## src/rtl/logic_unit_pkg.sv

```systemverilog
// Shared opcode encodings and the bitwise operation helper for logic_unit_acc.
package logic_unit_pkg;

    localparam int OP_W  = 3;
    localparam int MAX_W = 32;

    localparam logic [OP_W-1:0] OP_AND   = 3'b000;
    localparam logic [OP_W-1:0] OP_OR    = 3'b001;
    localparam logic [OP_W-1:0] OP_NOTA  = 3'b010;
    localparam logic [OP_W-1:0] OP_XOR   = 3'b011;
    localparam logic [OP_W-1:0] OP_NAND  = 3'b100;
    localparam logic [OP_W-1:0] OP_NOR   = 3'b101;
    localparam logic [OP_W-1:0] OP_XNOR  = 3'b110;
    localparam logic [OP_W-1:0] OP_PASSA = 3'b111;

    // Operates at the widest supported width; callers truncate to their own
    // WIDTH, so inverted upper bits of zero-extended operands are harmless.
    function automatic logic [MAX_W-1:0] op_apply(
        input logic [OP_W-1:0]  op,
        input logic [MAX_W-1:0] x,
        input logic [MAX_W-1:0] y
    );
        logic [MAX_W-1:0] r;
        case (op)
            OP_AND:   r = x & y;
            OP_OR:    r = x | y;
            OP_NOTA:  r = ~x;
            OP_XOR:   r = x ^ y;
            OP_NAND:  r = ~(x & y);
            OP_NOR:   r = ~(x | y);
            OP_XNOR:  r = ~(x ^ y);
            default:  r = x;
        endcase
        return r;
    endfunction

endpackage

```

## src/rtl/logic_fifo2.sv

```systemverilog
// Two-entry FIFO. Entry 0 is always the head; the head output reads zero
// while the FIFO is empty so downstream flags never show stale data.
module logic_fifo2 #(
    parameter int DW = 10
) (
    input  logic          iClk,
    input  logic          iRst,
    input  logic          iPush,
    input  logic          iPop,
    input  logic [DW-1:0] iData,
    output logic [DW-1:0] oData,
    output logic [1:0]    oOcc
);
    import logic_unit_pkg::*;

    logic [DW-1:0] mem0;
    logic [DW-1:0] mem1;
    logic [1:0]    occ;
    logic          doPush;
    logic          doPop;

    // A full FIFO refuses pushes and an empty one refuses pops.
    always_comb begin
        doPush = iPush && (occ != 2'd2);
        doPop  = iPop  && (occ != 2'd0);
    end

    // Storage and occupancy update; a pop at occupancy 2 shifts entry 1 forward.
    always_ff @(posedge iClk or posedge iRst) begin
        if (iRst) begin
            mem0 <= '0;
            mem1 <= '0;
            occ  <= 2'd0;
        end else begin
            case ({doPush, doPop})
                2'b10: begin
                    if (occ == 2'd0) mem0 <= iData;
                    else             mem1 <= iData;
                    occ <= occ + 2'd1;
                end
                2'b01: begin
                    mem0 <= mem1;
                    occ  <= occ - 2'd1;
                end
                2'b11: begin
                    // only reachable at occupancy 1: the new beat replaces the head
                    mem0 <= iData;
                end
                default: ;
            endcase
        end
    end

    // Head presentation, forced to zero when empty.
    always_comb begin
        oData = (occ != 2'd0) ? mem0 : '0;
        oOcc  = occ;
    end

endmodule

```

## src/rtl/logic_unit_acc.sv

```systemverilog
// Registered bitwise logic unit with optional accumulate fold, a 2-entry
// output buffer and a delivered-result counter.
module logic_unit_acc #(
    parameter int WIDTH = 8,
    parameter int CNT_W = 8
) (
    input  logic             iClk,
    input  logic             iRst,
    input  logic             iValid,
    output logic             oReady,
    input  logic [WIDTH-1:0] iA,
    input  logic [WIDTH-1:0] iB,
    input  logic [2:0]       iOp,
    input  logic             iAcc,
    input  logic             iFirst,
    output logic             oValid,
    input  logic             iReady,
    output logic [WIDTH-1:0] oResult,
    output logic             oZero,
    output logic             oParity,
    output logic [CNT_W-1:0] oCount
);
    import logic_unit_pkg::*;

    logic [WIDTH-1:0] acc;
    logic [WIDTH-1:0] opX;
    logic [WIDTH-1:0] opY;
    logic [WIDTH-1:0] res;
    logic             accept;
    logic             deliver;
    logic [WIDTH+1:0] pushData;
    logic [WIDTH+1:0] headData;
    logic [1:0]       occ;
    logic [CNT_W-1:0] count;

    // Operand mux: in accumulate mode the accumulator takes the first-operand
    // slot and iA moves to the second, so NOT/PASS act on acc.
    always_comb begin
        opX = iAcc ? acc : iA;
        opY = iAcc ? iA  : iB;
        if (iAcc && iFirst) res = iA;
        else                res = WIDTH'(op_apply(iOp, MAX_W'(opX), MAX_W'(opY)));
        pushData = {^res, (res == '0), res};
    end

    // Handshakes; oReady depends only on registered occupancy and reset.
    always_comb begin
        oReady  = (occ != 2'd2) && !iRst;
        oValid  = (occ != 2'd0);
        accept  = iValid && oReady;
        deliver = oValid && iReady;
    end

    // Accumulator follows every accepted accumulate beat.
    always_ff @(posedge iClk or posedge iRst) begin
        if (iRst)                acc <= '0;
        else if (accept && iAcc) acc <= res;
    end

    // Delivered-result counter, wrapping naturally.
    always_ff @(posedge iClk or posedge iRst) begin
        if (iRst)         count <= '0;
        else if (deliver) count <= count + CNT_W'(1);
    end

    logic_fifo2 #(.DW(WIDTH + 2)) uFifo (
        .iClk  (iClk),
        .iRst  (iRst),
        .iPush (accept),
        .iPop  (deliver),
        .iData (pushData),
        .oData (headData),
        .oOcc  (occ)
    );

    // Head fields fan out to the result ports.
    always_comb begin
        oResult = headData[WIDTH-1:0];
        oZero   = headData[WIDTH];
        oParity = headData[WIDTH+1];
        oCount  = count;
    end

endmodule
```

## config.mk

```make
export PLATFORM = sky130hd
export DESIGN_NAME = logic_unit_acc
export DESIGN_NICKNAME = d
export VERILOG_FILES = /design/src/rtl/logic_unit_pkg.sv /design/src/rtl/logic_fifo2.sv /design/src/rtl/logic_unit_acc.sv
export SDC_FILE = /design/constraint.sdc
export NUM_CORES = 1
export LEC_CHECK = 0
export BUFFER_PORTS_ARGS = -buffer_cell sky130_fd_sc_hd__buf_2
export CAP_MARGIN = 5
export CORE_UTILIZATION = 50
export DETAILED_ROUTE_END_ITERATION = 10
export PLACE_DENSITY = 0.67
export SKIP_LAST_GASP = 1
export SLEW_MARGIN = 10
export SYNTH_ARGS = -nofsm -noshare
export SYNTH_HDL_FRONTEND = slang
export SYNTH_SLANG_ARGS = --single-unit
```

## constraint.sdc

```tcl
create_clock -name iClk -period 7.8 [get_ports iClk]
set_clock_uncertainty 0.2 [all_clocks]
set_input_delay 1.17 -clock iClk [delete_from_list [all_inputs] [get_ports iClk]]
set_output_delay 1.17 -clock iClk [all_outputs]
set_load 0.02 [all_outputs]
```

==> results of run 1 <==
==> synthesized netlist by cell type, drive strengths merged (2+ instances only) <==
library cell	count	area, sq um
a31o	2	17.5
a22o	4	35.0
and3b	3	26.3
nand2b	8	57.6
xnor2	16	140
o41ai	3	48.8
o21ai	7	46.3
clkbuf	5	22.5
ha	23	288
nor3	4	20.0
o31ai	11	97.6
o221ai	3	45.0
nor2b	12	75.1
o221a	2	22.5
a41oi	2	17.5
and3	3	18.8
mux2i	23	234
o22ai	9	56.3
buf	15	111
mux2	2	22.5
xor2	7	61.3
nor2	13	48.8
nand2	32	120
and2	9	56.3
a31oi	12	75.1
nor4	2	12.5
or3	3	18.8
dfrtp	38	951
a21oi	9	60.1
a21o	2	15.0
inv	26	97.6
a221oi	3	45.0
nand3	5	25.0
==> path summary, 6_finish.rpt <==
kind / end / slack (ns) / cells after the start
max: uFifo.mem0[9] / 3.70 / 13
min: oCount[7] / 0.27 / 1
max reg2reg: uFifo.mem0[9] / 4.77 / 12
min reg2reg: oCount[7] / 0.27 / 1
max in group asynchronous: uFifo.mem0[8] / 6.27 / 3
min in group asynchronous: uFifo.oOcc[1] / 0.79 / 3
==> cells in the final DEF, fill, tap and decap left out, types with 3 or more instances in the layout <==
cell type,netlist,routed
a21oi_1,7,7
a221oi_2,3,3
a22o_1,4,4
a31oi_1,12,12
and2_1,9,9
and3_1,3,3
and3b_1,3,3
buf_2,8,44
clkbuf_8,0,8
dfrtp_1,38,38
ha_1,23,23
inv_1,24,24
mux2i_1,22,22
nand2_1,32,32
nand2b_1,7,7
nand3_1,5,5
nor2_1,13,13
nor2b_1,12,12
nor3_1,4,4
o21ai_0,3,3
o21ai_1,3,3
o221ai_2,3,3
o22ai_1,9,9
o31ai_1,8,8
o31ai_2,3,3
o41ai_2,3,3
or3_1,3,3
xnor2_1,16,16
xor2_1,7,7
==> sequential cells by signal, summed over array words and instances, names as in the netlist <==
| register | cells |
|---|---|
| uFifo.oOcc | 2 |
| uFifo.mem1 | 10 |
| uFifo.mem0 | 10 |
| acc | 8 |
| oCount | 8 |
==> layout make-up <==
class,count,area [sq um],area share
Sequential cell,38,951,0.281
Inverter,26,97.6,0.0288
Timing Repair Buffer,45,228,0.0673
Tap cell,75,93.8,0.0277
Clock buffer,8,110,0.0325
Multi-Input combinational cell,246,1900,0.563
==> routing by layer <==
layer | share of wire | global-route usage | vias up | routed length (um)
met1 | 0.51 | 0.295 | 1123 | 3190
met2 | 0.43 | 0.316 | 59 | 2710
met5 | 0 | 0 | - | 0
met3 | 0.043 | 0.0307 | 7 | 267
met4 | 0.017 | 0.0804 | 0 | 108
li1 | - | - | 1241 | -
==> report_power, final <==
part           leakage, nW  switching, mW  internal, mW
combinational         1.15          0.305         0.228
clock               0.0575         0.0692        0.0893
sequential           0.465         0.0640         0.284
==> stage by stage <==
step	power, mW	instances	hold WS [ns]	util
CTS	1.05	438	0.276	0.572
detailed placement	0.884	430	0.263	0.553
floorplan	0.765	330	0.240	-
finish	1.04	438	0.274	0.572
global placement	0.871	430	0.253	0.553
global route	1.12	438	0.284	0.572
==> cell families (layout without fill, tap and decap cells) <==
kind of cell	after synthesis	count (layout)	share of synthesized area
and+or+nand+nor	102	102	0.176
DFF	38	38	0.308
muxes	25	25	0.0831
AOI/OAI and AO/OA	73	73	0.199
adders and majority gates	23	23	0.0932
buffers and inverters	46	79	0.0750
xor gates and xnor gates	23	23	0.0653
==> summary.md, run 1 <==
| Metric | Value |
|---|---|
| Run status | `finished clean` |
| Initial Utilization | `0.521` |
| Syn_nets | `378` |
| Max Freq | `244 MHz` |
| Register area share after synthesis | `0.308` |
| Via density | `5.55` |
| DP Wirelength | `approximately 4.8 mm` |
| Syn Area/Cell | `9.35 sq um` |
| Setup TNS | `0 ns` |
| Relative slew slack | `0.355` |
| Fin nets | `410` |
| Post-route ant nets | `0` |
| CTS tree | `built` |
| Syn. warnings | `0` |
| First-pass GRT wire length | `10.3 mm` |
| CP Cell Sequence | `buf_2 > mux2i_1 > inv_1 > ha_1 > xor2_1 > a221o_1 > o21ai_1 > and2_1 > ha_1 > xnor2_1 > xnor2_1 > mux2i_1 > o21ai_0` |
| Max FO, Critical Path | `24` |
| Hold Buf Count CTS | `0` |
| H-tree depth | `2` |
| Max_cap viols | `0` |
| Slew Limit Fails | `0` |
| Hold WC Path Type | `flop to flop` |
| Initial antenna violation count | `0` |
| Die Ht | `slightly above 80 um` |
| Post-synth EDFFs | `0` |
| Crit path max-delay family | `compound AO/OA/AOI/OAI gates` |
| Cts bufs inserted | `5` |
| Detailed-route DRC error count | `0` |
| Worst setup startpoint | `iAcc` |
| Final period utilization | `0.526` |
| Async S/R FF share, synth | `1.00` |
| Fillers | `between 500 and 600` |
| Core area | `0.00592 sq mm` |
| Design area | `0.00338 sq mm` |
| Post-synth cell types | `57` |
| WL/cell | `roughly 14 um` |
| Post-synthesis cell area | `just over 0.003 sq mm` |
| Clock transition at path regs | `~0.080 ns` |
| DRT iter0 DRCs | `126` |
| Type of the worst setup path | `primary input to flop` |
| PwrDens | `307 mW/mm^2` |
| Tot GR Track Use | `0.208` |
| CP max stage cell | `buf_2` |
| Yosys reg bits | `38` |
| Full die area | `0.00649 sq mm` |
| Clock root buffer master | `clkbuf_8` |
| I/O Buffers | `44` |
| RSZ-0062 raised after global routing | `false` |
| Placer Congestion | `0.808` |
| Final setup vio count | `0` |
| Tightest Pin Transition | `0.964 ns` |
| Share of layout cells above drive strength 1 | `0.215` |
| Initial DRT Pass Iterations | `4` |
| ANT cells | `0` |
| Setup bufs post-CTS | `0` |
| LEAKAGE | `1.67 nW` |
| Min-delay src | `oCount[7]` |
| Total clock sinks | `38` |
| Worst-Skew Late Latency | `0.29 ns` |
| Main flop type after synthesis | `dfrtp_1` |
| Final hold violations | `0` |
| Total number of vias | `2430` |
| Max rail drop VDD | `175 uV` |
| Cell Rows | `28` |
| Critical Path Max Stage Delay | `0.46 ns` |
| Resize count post-CTS | `0` |
| Synth-to-Final Area Change | `9.65%` |
| Final worst setup slack | `3.70 ns` |
| Grt total ovfl | `0` |
| CP Data Arrival Time | `about 4.1 ns` |
| Pre-CTS WS | `~3.4 ns` |
| Setup crit start kind | `primary input` |
| Longest Clk Path Bufs | `2` |
| Setup crit end kind | `flop` |
| Period minus WS final | `4.10 ns` |
| WL final | `between 6 and 7 mm` |
| Post-synthesis cell count | `330` |
| IO Count | `45` |
| R2r startpoint | `acc[6]` |
| Placed inst area | `0.00327 sq mm` |
| WP data required | `about 8 ns` |
| Crit path buffers/inverters | `2` |
| Largest net degree at the start of global routing | `40` |
| Vias in the first global route | `2123` |
| Die width | `around 80 um` |
No activity file was read; power rests on OpenSTA's default activity.
==> run 2, diff against run 1 <==
--- a/config.mk
+++ b/config.mk
@@ -9,7 +9,7 @@
 export CAP_MARGIN = 5
 export CORE_UTILIZATION = 50
 export DETAILED_ROUTE_END_ITERATION = 10
-export PLACE_DENSITY = 0.67
+export PLACE_DENSITY = 0.7
 export SKIP_LAST_GASP = 1
 export SLEW_MARGIN = 10
 export SYNTH_ARGS = -nofsm -noshare
==> constraint.sdc (replaced) <==
create_clock -name iClk -period 3.64 [get_ports iClk]
set_clock_uncertainty 0.2 [all_clocks]
set_input_delay 0.546 -clock iClk [delete_from_list [all_inputs] [get_ports iClk]]
set_output_delay 0.546 -clock iClk [all_outputs]
set_load 0.02 [all_outputs]
==> summary.md, run 2 (synthesized netlist as in run 1, its figures left out) <==
| Metric | Value |
|---|---|
| Via density | `between 5 and 6` |
| Total number of vias | `2464` |
| Crit path buffers/inverters | `3` |
| Initial antenna violation count | `0` |
| I/O Buffers | `44` |
| Cell Rows | `28` |
| Most frequent cells in the layout | `44 x buf_2, 38 x dfrtp_1, 32 x nand2_1` |
| RSZ-0062 raised after global routing | `false` |
| WP depth | `14` |
| LEAKAGE | `around 1.7 nW` |
| Placer Congestion | `just over 0.8` |
| Share of layout cells above drive strength 1 | `0.234` |
| Fin nets | `420` |
| Setup crit start kind | `primary input` |
| Synth-to-Final Area Change | `12.2%` |
| First-pass GRT wire length | `11.0 mm` |
| Clock transition at path regs | `~0.070 ns` |
| Design area | `0.00346 sq mm` |
| Hold Buf Count CTS | `0` |
| Detailed-route DRC error count | `0` |
| Max_cap viols | `0` |
| Die Ht | `80.6 um` |
| WL final | `6.50 mm` |
| Placed inst area | `0.00335 sq mm` |
| Critical Path Max Stage Delay | `0.33 ns` |
| Relative slew slack | `0.531` |
| Setup TNS | `0 ns` |
| ANT cells | `0` |
| DP Cell Count | `440` |
| Initial Utilization | `0.521` |
| Grt total ovfl | `0` |
| Crit path max-delay family | `buffers and inverters` |
| R2R depth | `12` |
| Slew Limit Fails | `0` |
| Regs by FF count | `uFifo.mem0 (10), uFifo.mem1 (10)` |
| DP Wirelength | `4.95 mm` |
| CP Data Arrival Time | `3.31 ns` |
| Final setup vio count | `0` |
| Period minus WS final | `3.31 ns` |
| Post-route ant nets | `0` |
| Vias in the first global route | `2356` |
| Setup crit end kind | `flop` |
| Longest Clk Path Bufs | `2` |
| Die width | `80.6 um` |
| Final hold violations | `0` |
| Total clock sinks | `38` |
| Hold WC Path Type | `primary input to async pin` |
| PwrDens | `660 mW/mm^2` |
| Setup bufs post-CTS | `0` |
| CP max stage cell | `mux2i_1` |
| Tot GR Track Use | `0.220` |
| Core area | `0.00592 sq mm` |
| Largest net degree at the start of global routing | `39` |
| Max FO, Critical Path | `11` |
| Type of the worst setup path | `primary input to flop` |
| Run status | `finished clean` |
| H-tree depth | `2` |
| CTS tree | `built` |
| Fin Hold WS | `about 0.2 ns` |
| Commonest non-fill, non-tap cell in the layout | `buf_2` |
| CP Cell Sequence | `buf_2 > buf_4 > mux2i_1 > inv_1 > ha_1 > xnor2_1 > o22ai_1 > a221oi_2 > nand2b_1 > ha_1 > xor2_1 > xnor2_1 > mux2i_1 > o21ai_0` |
| Clock root buffer master | `clkbuf_8` |
| Tightest Pin Transition | `about 0.70 ns` |
| Cts bufs inserted | `5` |
| Max rail drop VDD | `430 uV` |
| Max Freq | `302 MHz` |
| WP data required | `3.64 ns` |
| IO Count | `45` |
| Fin cells | `roughly 450` |
| Final period utilization | `0.909` |
| Full die area | `0.00649 sq mm` |
| Initial DRT Pass Iterations | `4` |
| DRT iter0 DRCs | `134` |
| Resize count post-CTS | `0` |
| Worst-Skew Late Latency | `0.29 ns` |
| WL/cell | `14.5 um` |
## run 2: area by class of cell
type | instances | area (sq um)
Timing Repair Buffer | 55 | 303
Clock inverter | 1 | 30.0
Sequential cell | 38 | 951
Inverter | 26 | 97.6
Multi-Input combinational cell | 246 | 1900
Tap cell | 75 | 93.8
Clock buffer | 6 | 82.6
Fill cell | 527 | 2460
## run 2: tightest hold or removal path: stages
cell	delay, ns
buf_2	0.10
inv_1	0.06
buf_4	0.41
## run 2: where the power goes
| group | internal (mW) | leakage [nW] | switching, mW |
|---|---|---|---|
| registers | 0.609 | 0.465 | 0.138 |
| logic | 0.514 | 1.20 | 0.662 |
| clock network | 0.219 | 0.0573 | 0.143 |
| total | 1.34 | 1.72 | 0.943 |
## run 2: per-stage QoR
step                total power [mW]   util  worst slack, ns
floorplan                       1.64      -            0.395
global placement                1.90  0.566            0.198
detailed placement              1.93  0.566            0.107
CTS                             2.30  0.585            0.367
global route                    2.48  0.585           0.0147
finish                          2.29  0.585            0.333
## run 2: worst paths after layout
path | start | endpoint | slack, ns
hold reg to reg | oCount[7] | oCount[7] | 0.27
min in group iClk | oCount[7] | oCount[7] | 0.27
max in group asynchronous | iRst | uFifo.mem0[2] | 2.71
setup / recovery | iAcc | uFifo.mem0[9] | 0.33
setup reg to reg | acc[6] | uFifo.mem0[9] | 0.57
hold / removal | iRst | oCount[0] | 0.20
## run 2: layer usage
metal / part of all wire / routed length [um] / global-route usage / vias to the layer above
met5: 0 / 0 / 0 / -
met4: 0.010 / 68 / 0.0571 / 0
met3: 0.036 / 232 / 0.0318 / 5
met2: 0.46 / 3010 / 0.354 / 53
met1: 0.49 / 3190 / 0.306 / 1155
li1: - / - / - / 1251
==> run 3, diff against run 2 <==
--- a/config.mk
+++ b/config.mk
@@ -5,8 +5,8 @@
 export SDC_FILE = /design/constraint.sdc
 export NUM_CORES = 1
 export LEC_CHECK = 0
+export ABC_AREA = 1
 export BUFFER_PORTS_ARGS = -buffer_cell sky130_fd_sc_hd__buf_2
-export CAP_MARGIN = 5
 export CORE_UTILIZATION = 50
 export DETAILED_ROUTE_END_ITERATION = 10
 export PLACE_DENSITY = 0.7
==> summary.md, run 3 <==
| Metric | Value |
|---|---|
| Run status | `finished clean` |
| ANT cells | `0` |
| CP max stage cell | `ha_1` |
| Post-synth top area share | `0.293` |
| Top-count cell post-synth | `nand2_1` |
| Placer Congestion | `0.827` |
| CTS tree | `built` |
| Simple-gate portion of the synthesized area | `0.363` |
| Syn_nets | `roughly 540` |
| WL/cell | `~12 um` |
| Grt total ovfl | `0` |
| Total clock sinks | `38` |
| Final setup vio count | `0` |
| Worst-Skew Late Latency | `0.29 ns` |
| Fin nets | `578` |
| DP Wirelength | `5.39 mm` |
| Initial Utilization | `0.533` |
| Period minus WS final | `3.02 ns` |
| LEAKAGE | `2.11 nW` |
| Max FO, Critical Path | `26` |
| Fillers | `635` |
| Async S/R FF share, synth | `1.00` |
| Final hold violations | `0` |
| Hold Buf Count CTS | `0` |
| Post-synthesis cell area | `0.00325 sq mm` |
| Syn. warnings | `0` |
| Die width | `about 83 um` |
| Full die area | `0.00682 sq mm` |
| Vias in the first global route | `around 2800` |
| Area share of fa/ha/maj cells after synthesis | `0.0886` |
| Initial antenna violation count | `0` |
| Tot GR Track Use | `0.230` |
| Mux cell area share after synthesis | `0` |
| RSZ-0062 raised after global routing | `false` |
| Largest family of logic cells by synthesized area | `simple AND/OR/NAND/NOR gates` |
| Commonest non-fill, non-tap cell in the layout | `nand2_1` |
| H-tree depth | `2` |
| Relative slew slack | `0.539` |
| IO Count | `45` |
| Cts bufs inserted | `5` |
| Setup TNS | `0 ns` |
| Synth-to-Final Area Change | `9.71%` |
| Register area share after synthesis | `0.293` |
| Post-synthesis cell count | `between 400 and 500` |
| Max_cap viols | `0` |
| Most frequent cells in the layout | `158 x nand2_1, 84 x inv_1, 44 x buf_2` |
| Via density | `5.15` |
| PwrDens | `609 mW/mm^2` |
| Crit path buffers/inverters | `4` |
| Regs by FF count | `uFifo.mem0 (10), uFifo.mem1 (10)` |
| Syn Area/Cell | `6.56 sq um` |
| Post-synth cell types | `31` |
| Final worst setup slack | `0.616 ns` |
| Max Freq | `331 MHz` |
| Post-route ant nets | `0` |
| Setup crit end kind | `flop` |
| Setup bufs post-CTS | `0` |
| Synth Area in XOR/XNOR | `0.0324` |
| Final period utilization | `0.831` |
| Most frequent cells after synthesis | `158 x nand2_1, 84 x inv_1, 38 x dfrtp_1, 34 x nand3_1, 32 x nor2_1` |
| Setup crit start kind | `primary input` |
| Compound-Gate Fraction of Synth Area | `0.0782` |
| Type of the worst setup path | `primary input to flop` |
| Crit path max-delay family | `simple AND/OR/NAND/NOR gates` |
| Post-synth EDFFs | `0` |
| Critical Path Max Stage Delay | `0.35 ns` |
| Total number of vias | `3120` |
| Tightest Pin Transition | `0.690 ns` |
| Clock root buffer master | `clkbuf_8` |
| Max rail drop VDD | `~570 uV` |
| Clock transition at path regs | `0.08 ns` |
| First-pass GRT wire length | `12.2 mm` |
| Largest net degree at the start of global routing | `39` |
| WP data required | `between 3 and 4 ns` |
| Hold WC Path Type | `primary input to async pin` |
| Slew Limit Fails | `0` |
| Initial DRT Pass Iterations | `4` |
| Die Ht | `82.6 um` |
| WL final | `7.27 mm` |
| Pre-CTS WS | `0.322 ns` |
| Detailed-route DRC error count | `0` |
| Share of layout cells above drive strength 1 | `0.145` |
| CP Cell Sequence | `buf_2 > inv_2 > nand2_1 > nand2_1 > ha_1 > inv_1 > nand4_1 > nand2_1 > nor2_1 > nand2_1 > nand2_1 > nand2_1 > inv_1 > ha_1 > xnor2_1 > xnor2_1 > nand2_1 > a21oi_1` |
| I/O Buffers | `44` |
| CP dominant cell by count | `nand2_1` |
| Resize count post-CTS | `0` |
| Yosys reg bits | `38` |
| Main flop type after synthesis | `dfrtp_1` |
| CP Data Arrival Time | `3.04 ns` |
| Core area | `0.00610 sq mm` |
| Total design power | `2.17 mW` |
| Longest Clk Path Bufs | `2` |
| Cell Rows | `28` |
| Ranking of synthesized cells by area | `dfrtp_1 29%, nand2_1 18%, inv_1 9.7%, ha_1 8.9%, nand3_1 5.2%` |
| DRT iter0 DRCs | `163` |
| Synth area leader | `dfrtp_1` |
==> run 3: changes by cell type after synthesis, moves of 17 or more <==
cell     change
nor2_1      +19
nand3_1     +29
inv_1       +60
nand4_1     +17
mux2i_1     -22
nand2_1    +126
==> run 3: final cells by class <==
class                   count  area (sq um)  share of cell area
multi-input cells         345          1830               0.513
repair buffers             47           243              0.0681
flip-flops and latches     38           951               0.267
clock inverters             1          5.00             0.00140
inverters                  93           357               0.100
well taps                  75          93.8              0.0263
clock buffers               7          86.3              0.0242
==> run 3: stage by stage <==
step	hold WS (ns)	area (sq um)	instances	util
2_1_floorplan	0.249	3250	495	-
3_3_place_gp	0.252	3470	598	0.569
3_5_place_dp	0.265	3470	598	0.569
4_1_cts	0.216	3560	606	0.584
5_1_grt	0.239	3560	606	0.584
6_report	0.199	3560	606	0.584
==> run 3: worst paths after layout <==
check | startpoint | to | slack, ns | cells after the start
min in group iClk | uFifo.mem0[4] | uFifo.mem0[4] | 0.28 | 2
max reg2reg | acc[7] | uFifo.mem0[9] | 1.01 | 17
max | iAcc | uFifo.mem0[9] | 0.62 | 18
min | iRst | uFifo.oOcc[1] | 0.20 | 3
min reg2reg | uFifo.mem0[4] | uFifo.mem0[4] | 0.28 | 2
max in group asynchronous | iRst | acc[4] | 2.70 | 3
==> run 3: logic make-up after synthesis <==
kind of cell,count (synthesis)
simple gates,263
xor+xnor,12
buf+inv,112
flops,38
fa+ha+maj,23
compound gates,47
==> run 3: where the power goes <==
group,internal (mW),switching [mW],leakage (nW)
clock,0.153,0.150,0.0482
sequential,0.621,0.121,0.470
combinational,0.398,0.726,1.59
==> run 3: worst reg2reg max path, delay by kind of cell (launching register included) <==
kind	cells	cell delay, ns
simple gates	9	0.84
fa+ha+maj	2	0.50
flops	1	0.37
xor+xnor	2	0.33
buf+inv	3	0.20
compound gates	1	0.14
==> run 3: metal layers <==
layer  track usage  vias to the layer above  share of wire
met5             0                        -              0
met4        0.0586                        0          0.013
met3        0.0363                       10          0.062
met2         0.373                      104           0.45
met1         0.319                     1406           0.47
li1              -                     1600              -
